`src/rtl/fetch_queue_if.sv`:
```
// fetch_queue_if: fetch/imem/decode bundle; master drives flush,f_valid,f_pc,imem_rdata,out_ready, slave drives fetch_stall,out_valid,out_pc,out_instr,count
interface fetch_queue_if #(parameter int DEPTH = 4);
  localparam int CW = $clog2(DEPTH) + 1;
  logic flush;
  logic f_valid;
  logic [16:0] f_pc;
  logic [31:0] imem_rdata;
  logic fetch_stall;
  logic out_valid;
  logic [16:0] out_pc;
  logic [31:0] out_instr;
  logic out_ready;
  logic [CW-1:0] count;
  modport master (
    output flush, f_valid, f_pc, imem_rdata, out_ready,
    input fetch_stall, out_valid, out_pc, out_instr, count
  );
  modport slave (
    input flush, f_valid, f_pc, imem_rdata, out_ready,
    output fetch_stall, out_valid, out_pc, out_instr, count
  );
endinterface

```
`src/rtl/fetch_queue.sv`:
```
// fetch_queue: aligns fetched PCs with next-cycle imem data and queues DEPTH pairs for decode; ports clk, reset (sync, active-high), bus (fetch_queue_if.slave)
module fetch_queue #(
  parameter int DEPTH = 4,
  parameter logic [31:0] NOP = 32'h00000013
) (
  input logic clk,
  input logic reset,
  fetch_queue_if.slave bus
);
  localparam int AW = $clog2(DEPTH);
  localparam logic [AW+1:0] FULL = (AW+2)'(DEPTH);
  logic [AW:0] cnt;
  logic [AW-1:0] wr_ptr, rd_ptr;
  logic pend_valid;
  logic [16:0] pend_pc;
  logic [16:0] pc_mem [DEPTH];
  logic [31:0] instr_mem [DEPTH];
  logic valid, deq, take;
  logic [AW+1:0] fill;
  always_comb begin
    valid = cnt != '0;
    deq = valid & bus.out_ready;
    fill = {1'b0, cnt} + (AW+2)'(pend_valid) - (AW+2)'(deq);
    bus.fetch_stall = ~bus.flush & (fill >= FULL);
    take = bus.f_valid & ~bus.fetch_stall;
    bus.out_valid = valid;
    bus.out_pc = valid ? pc_mem[rd_ptr] : '0;
    bus.out_instr = valid ? instr_mem[rd_ptr] : NOP;
    bus.count = cnt;
  end
  always_ff @(posedge clk) begin
    if (reset) begin
      cnt <= '0;
      wr_ptr <= '0;
      rd_ptr <= '0;
      pend_valid <= 1'b0;
      pend_pc <= '0;
    end else begin
      pend_valid <= take;
      if (take) pend_pc <= bus.f_pc;
      if (bus.flush) begin
        cnt <= '0;
        wr_ptr <= '0;
        rd_ptr <= '0;
      end else begin
        if (pend_valid) wr_ptr <= wr_ptr + AW'(1);
        if (deq) rd_ptr <= rd_ptr + AW'(1);
        cnt <= cnt + (AW+1)'(pend_valid) - (AW+1)'(deq);
      end
    end
  end
  always_ff @(posedge clk) begin
    if (!reset && !bus.flush && pend_valid) begin
      pc_mem[wr_ptr] <= pend_pc;
      instr_mem[wr_ptr] <= bus.imem_rdata;
    end
  end
endmodule

```
`src/flat_wrapper.sv`:
```
// flat-port wrapper written by rule: the top's interface ports become plain ports
module fetch_queue_flat 
#(
  parameter int DEPTH = 4,
  parameter logic [31:0] NOP = 32'h00000013
)
  (clk, reset, bus_flush, bus_f_valid, bus_f_pc, bus_imem_rdata, bus_out_ready, bus_fetch_stall, bus_out_valid, bus_out_pc, bus_out_instr, bus_count);
  fetch_queue_if #(.DEPTH(DEPTH)) bus_i ();
  input logic clk;
  input logic reset;
  input wire logic [$bits(bus_i.flush)-1:0] bus_flush;
  input wire logic [$bits(bus_i.f_valid)-1:0] bus_f_valid;
  input wire logic [$bits(bus_i.f_pc)-1:0] bus_f_pc;
  input wire logic [$bits(bus_i.imem_rdata)-1:0] bus_imem_rdata;
  input wire logic [$bits(bus_i.out_ready)-1:0] bus_out_ready;
  output wire logic [$bits(bus_i.fetch_stall)-1:0] bus_fetch_stall;
  output wire logic [$bits(bus_i.out_valid)-1:0] bus_out_valid;
  output wire logic [$bits(bus_i.out_pc)-1:0] bus_out_pc;
  output wire logic [$bits(bus_i.out_instr)-1:0] bus_out_instr;
  output wire logic [$bits(bus_i.count)-1:0] bus_count;
  assign bus_i.flush = bus_flush;
  assign bus_i.f_valid = bus_f_valid;
  assign bus_i.f_pc = bus_f_pc;
  assign bus_i.imem_rdata = bus_imem_rdata;
  assign bus_i.out_ready = bus_out_ready;
  assign bus_fetch_stall = bus_i.fetch_stall;
  assign bus_out_valid = bus_i.out_valid;
  assign bus_out_pc = bus_i.out_pc;
  assign bus_out_instr = bus_i.out_instr;
  assign bus_count = bus_i.count;
  fetch_queue #(.DEPTH(DEPTH), .NOP(NOP)) u_core (.clk(clk), .reset(reset), .bus(bus_i));
endmodule
```
`config.mk`:
```
export PLATFORM = sky130hd
export DESIGN_NAME = fetch_queue_flat
export DESIGN_NICKNAME = d
export VERILOG_FILES = /design/src/rtl/fetch_queue_if.sv /design/src/rtl/fetch_queue.sv /design/src/flat_wrapper.sv
export SDC_FILE = /design/constraint.sdc
export NUM_CORES = 1
export LEC_CHECK = 0
export CAP_MARGIN = 25
export CORE_MARGIN = 3
export CORE_UTILIZATION = 60
export CTS_BUF_LIST = sky130_fd_sc_hd__clkbuf_4
export CTS_CLUSTER_DIAMETER = 150
export DETAILED_ROUTE_END_ITERATION = 10
export GPL_ROUTABILITY_DRIVEN = 0
export HOLD_SLACK_MARGIN = 0.12
export PLACE_DENSITY = 0.81
export SLEW_MARGIN = 20
export SYNTH_ARGS = -nofsm -noshare
export SYNTH_HDL_FRONTEND = slang
export SYNTH_SLANG_ARGS = --single-unit
```
`constraint.sdc`:
```
create_clock -name clk -period 7.43 [get_ports clk]
set_input_delay 1.486 -clock clk [delete_from_list [all_inputs] [get_ports clk]]
set_output_delay 1.486 -clock clk [all_outputs]
set_load 0.05 [all_outputs]
```
After elaboration in Yosys (flattened, before gate mapping)
Memories as Yosys holds them, arrays and structs flattened. A register that Yosys moved wholly into a read port is not among the register bits.
Index checks and enable logic that the tools add are counted.

cells by class
  $add $sub $neg = 6
  $lt $le $gt $ge = 1
  muxes and demuxes = 8
  bitwise gates (word level) = 5
  reduce and logical (&&, ||, !) cells = 6

operator list
  operator                                             number
  two-way mux 32 bit                                   1
  two-way mux 17 bit                                   1
  two-way mux 2 bit                                    4
  adder 2 x 1 -> 2 bit, second input constant          2
  adder 3 x 1 -> 4 bit                                 1
  >= comparator 4 x 3 -> 1 bit, second input constant  1
  subtractor 4 x 1 -> 4 bit                            1
  adder 3 x 1 -> 3 bit                                 1
  AND 1 bit                                            3
  nonzero test 3 bit                                   1
  subtractor 3 x 1 -> 3 bit                            1
  logical AND 1 bit                                    2
  zero test 1 bit                                      2
  two-way mux 1 bit                                    2
  NOT 1 bit                                            2
  OR reduction 2 bit                                   1

storage, ports and cells
  register bits after elaboration = 25
  bits in writable memories = 196
  bits of input ports = 54
  output and inout bits = 54
  logic and storage cells = 33
  memories kept = 2

memories
  name              words  width  read ports  clocked after Yosys merged registers in  wr ports  RTL line           RTL
  u_core.instr_mem  4      32     1           1                                        1         fetch_queue.sv:17  logic [31:0] instr_mem [DEPTH];
  u_core.pc_mem     4      17     1           1                                        1         fetch_queue.sv:16  logic [16:0] pc_mem [DEPTH];

Longest topological paths before layout
  word-level depth = 7
  mapped depth = 14
  depth with buffers taken out = 12

Worst setup path after synthesis
Ideal clock, no wire load.

  path type = input -> output
  start point = in bus_out_ready
  end point = out bus_fetch_stall
  arrival = 3803 ps
  required time = 5944 ps
  setup slack = 2141 ps
  stages on the path = 9
  cell sequence = and2_1 ha_1 inv_1 ha_1 inv_1 fa_1 o21ai_0 a21oi_1 o21ai_0

on the way
  longest elaborated chain between the ends = 4

RTL lines
  item                          RTL line            RTL
  start: declaration            flat_wrapper.sv:15  input wire logic [$bits(bus_i.out_ready)-1:0] bus_out_ready;
  AND 1 bit                     fetch_queue.sv:22   deq = valid & bus.out_ready;
  subtractor 4 x 1 -> 4 bit     fetch_queue.sv:23   fill = {1'b0, cnt} + (AW+2)'(pend_valid) - (AW+2)'(deq);
  >= comparator 4 x 3 -> 1 bit  fetch_queue.sv:24   bus.fetch_stall = ~bus.flush & (fill >= FULL);
  AND 1 bit                     fetch_queue.sv:24
  end: declaration              flat_wrapper.sv:16  output wire logic [$bits(bus_i.fetch_stall)-1:0] bus_fetch_stall;

Every way passes these cells.

Worst setup path after layout
  start point = in bus_out_ready
  end point = out bus_fetch_stall

on the way
  longest elaborated chain between the ends = 4

RTL lines
  item                          RTL line           RTL
  AND 1 bit                     fetch_queue.sv:22
  named net u_core.deq          fetch_queue.sv:18  logic valid, deq, take;
  subtractor 4 x 1 -> 4 bit     fetch_queue.sv:23
  >= comparator 4 x 3 -> 1 bit  fetch_queue.sv:24
  AND 1 bit                     fetch_queue.sv:24

The timed path passes the listed nets, and every way through them passes these cells.

==> metrics <==
status=completed; synthesized net count=about 500; first-pass GRT wire length=25.6 mm; most frequent cell after synthesis=edfxtp_1; drt wl/cell=19.5 um; FF+latch count, synth=~220; DR vias/cell=between 5 and 6; clock insertion delay at the later pin of the skew report=between 0.6 and 0.7 ns; largest area contributor in the netlist=edfxtp_1; Period minus WS final=around 5.7 ns; flop-to-flop setup slack=about 3.5 ns; grt total ovfl=0; list of most frequent post-synthesis cells=edfxtp_1, mux4_2, and2_1; top-level port count=between 100 and 150; initial antenna violation count=1; DRT Pass-1 Iters=4; Die Span X=roughly 130 um; number of synthesized flops with an enable pin=between 150 and 200; CTS tree=yes; CTS max path bufs=3; # DRC=0; hold path start=u_core.pend_pc[16]$_SDFFE_PP0P_; DR vias=roughly 4500; vias in the first global route=4932; CTS root buf=clkbuf_4; Final Net Count=658; H-Tree Depth=2; asr flop ratio synth=0; Netlist Area Pre-Place=roughly 8700 um2; hold_ws=just under 0.5 ns; Max-cap violations=0; RSZ-0062 raised after global routing=no; r2r worst-path depth=13; worst slew pin tran=1.01 ns; setup bufs post-CTS=0; overall power=around 2.7 mW; critical path type=input port to output port; Synth area leaders=edfxtp_1, mux4_2, dfxtp_1; n_diodes=0; largest net degree at the start of global routing=50; library cells used by synthesis=30; Num CTS Buffers=55; Hold Path End=u_core.pc_mem[0][16]$_DFFE_PP_; WP data required=5.94 ns; Final ANT Viol Nets=0; average cell area after synthesis=around 20 um2; synth warn=0; share of layout cells above drive strength 1=0.225; worst reg2reg path startpoint=u_core.bus.count[1]$_SDFF_PP0_; Primary FF master, synth=edfxtp_1; Core Rows=43; final WL=about 16 mm; arrival time worst endpoint=around 4.2 ns; Final setup viols=0; CTS Hold Buffers Added=0; buffers added on ports=~110; Synth-to-Final Area Change=21.3%; worst min-delay path class=register to register; Die Area=around 16000 um2; hold depth=0; DP HPWL=about 9.3 mm; skew final=~0.022 ns; worst rel slew slack=0.323; Chip Height=~130 um; Final Cycle Share=0.770; Starting Density=0.622; clk slew on worst S/H paths=roughly 0.07 ns; post-synth top area share=0.674; fmax=roughly 170 MHz; post-CTS sizing=0; Seq/Total Area, Yosys=0.736; Setup crit start kind=input port; Leak=~3.6 nW; Worst Setup End Kind=output port; VDD IR max=about 0.15 mV; clk sinks=223; TNS Setup=0 ns; fillers=820; Post-Syn Instances=between 400 and 500; total track usage=0.206; core footprint=approximately 14000 um2; Slew Limit Fails=0; terminus of the critical flop-to-flop path=u_core.pend_pc[16]$_SDFFE_PP0P_; Crit Path Max Fanout=3; Iter 0 DRT Violations=390; pwr dens=around 260 nW/um2; Fin. Hold Viols=0
-- registers in the layout (all words and copies together), names as in the netlist, named ones only --
name	cells
u_core.pc_mem	68
u_core.pend_valid	1
u_core.pend_pc	17
u_core.rd_ptr	2
u_core.bus.count	3
u_core.wr_ptr	2
u_core.instr_mem	128
-- kinds of logic after synthesis --
logic type                 count (synthesis)  share of synthesized area
DFF                                      223                      0.736
and+or+nand+nor                          103                     0.0714
muxes                                     68                      0.148
buffers and inverters                     33                     0.0222
AOI/OAI and AO/OA                          6                    0.00444
adders and majority gates                  9                     0.0138
xor gates and xnor gates                   4                    0.00401
-- worst max-delay path by stage --
| stage | start | to |
|---|---|---|
| floorplan | bus_out_ready | bus_fetch_stall |
| global placement | bus_out_ready | bus_fetch_stall |
| detailed placement | bus_out_ready | bus_fetch_stall |
| CTS | bus_out_ready | bus_fetch_stall |
| global route | u_core.bus.count[1]$_SDFF_PP0_ | bus_fetch_stall |
| finish | bus_out_ready | bus_fetch_stall |
-- layer usage --
| layer | up-vias | GRT usage | wire (um) |
|---|---|---|---|
| met5 | - | 0 | 13 |
| met4 | 2 | 0.0707 | 182 |
| met3 | 17 | 0.0526 | 1010 |
| met2 | 157 | 0.337 | 8030 |
| met1 | 2261 | 0.273 | 6530 |
| li1 | 2052 | - | - |
-- worst max-delay path, stage by stage --
cell and delay [ns]:
clkdlybuf4s50_1 0.48, and2_1 0.17, ha_1 0.24, inv_1 0.06, ha_1 0.15, inv_1 0.05, fa_1 0.41, o21ai_0 0.11
a21oi_1 0.11, o21ai_0 0.14, clkdlybuf4s50_1 0.82
-- layout by cell type (no fill, tap or decap), drive strengths merged --
cell | synthesis | routed
inv | 10 | 11
nor2b | 1 | 1
buf | 12 | 8
and2 | 48 | 48
edfxtp | 196 | 196
or2 | 4 | 4
ha | 8 | 8
nand3 | 1 | 1
o211a | 1 | 1
o21ai | 2 | 2
xnor2 | 2 | 2
mux2i | 19 | 19
and3b | 1 | 1
clkinv | 0 | 17
fa | 1 | 1
clkbuf | 11 | 75
and3 | 4 | 4
nand2b | 34 | 34
dfxtp | 27 | 27
mux4 | 49 | 49
a21oi | 2 | 2
xor2 | 2 | 2
nor2 | 8 | 8
nor3 | 2 | 2
a22o | 1 | 1
clkdlybuf4s50 | 0 | 107
-- stage by stage --
stage,util,instances,setup WS (ns),instance area (um2)
floorplan,-,446,2.14,8730
global placement,0.707,717,1.79,9930
detailed placement,0.709,718,1.71,9960
CTS,0.754,811,1.70,10600
global route,0.754,811,1.48,10600
finish,0.754,811,1.71,10600
-- power breakdown --
group	internal [mW]	leakage, nW	switching (mW)
clock	0.465	0.381	0.446
combinational	0.154	1.17	0.240
sequential	1.39	2.00	0.0212
total	2.01	3.55	0.707
-- cell type report --
cell class                 count  area [um2]  share of cell area
clock buffer                  75         563              0.0531
multi-input combinational    190        2120               0.200
inverter                      10        37.5             0.00354
timing repair buffer         115        1150               0.109
tap                          180         225              0.0213
clock inverter                18        70.1             0.00661
sequential                   223        6430               0.607
Power figures use the tool's default switching activity.
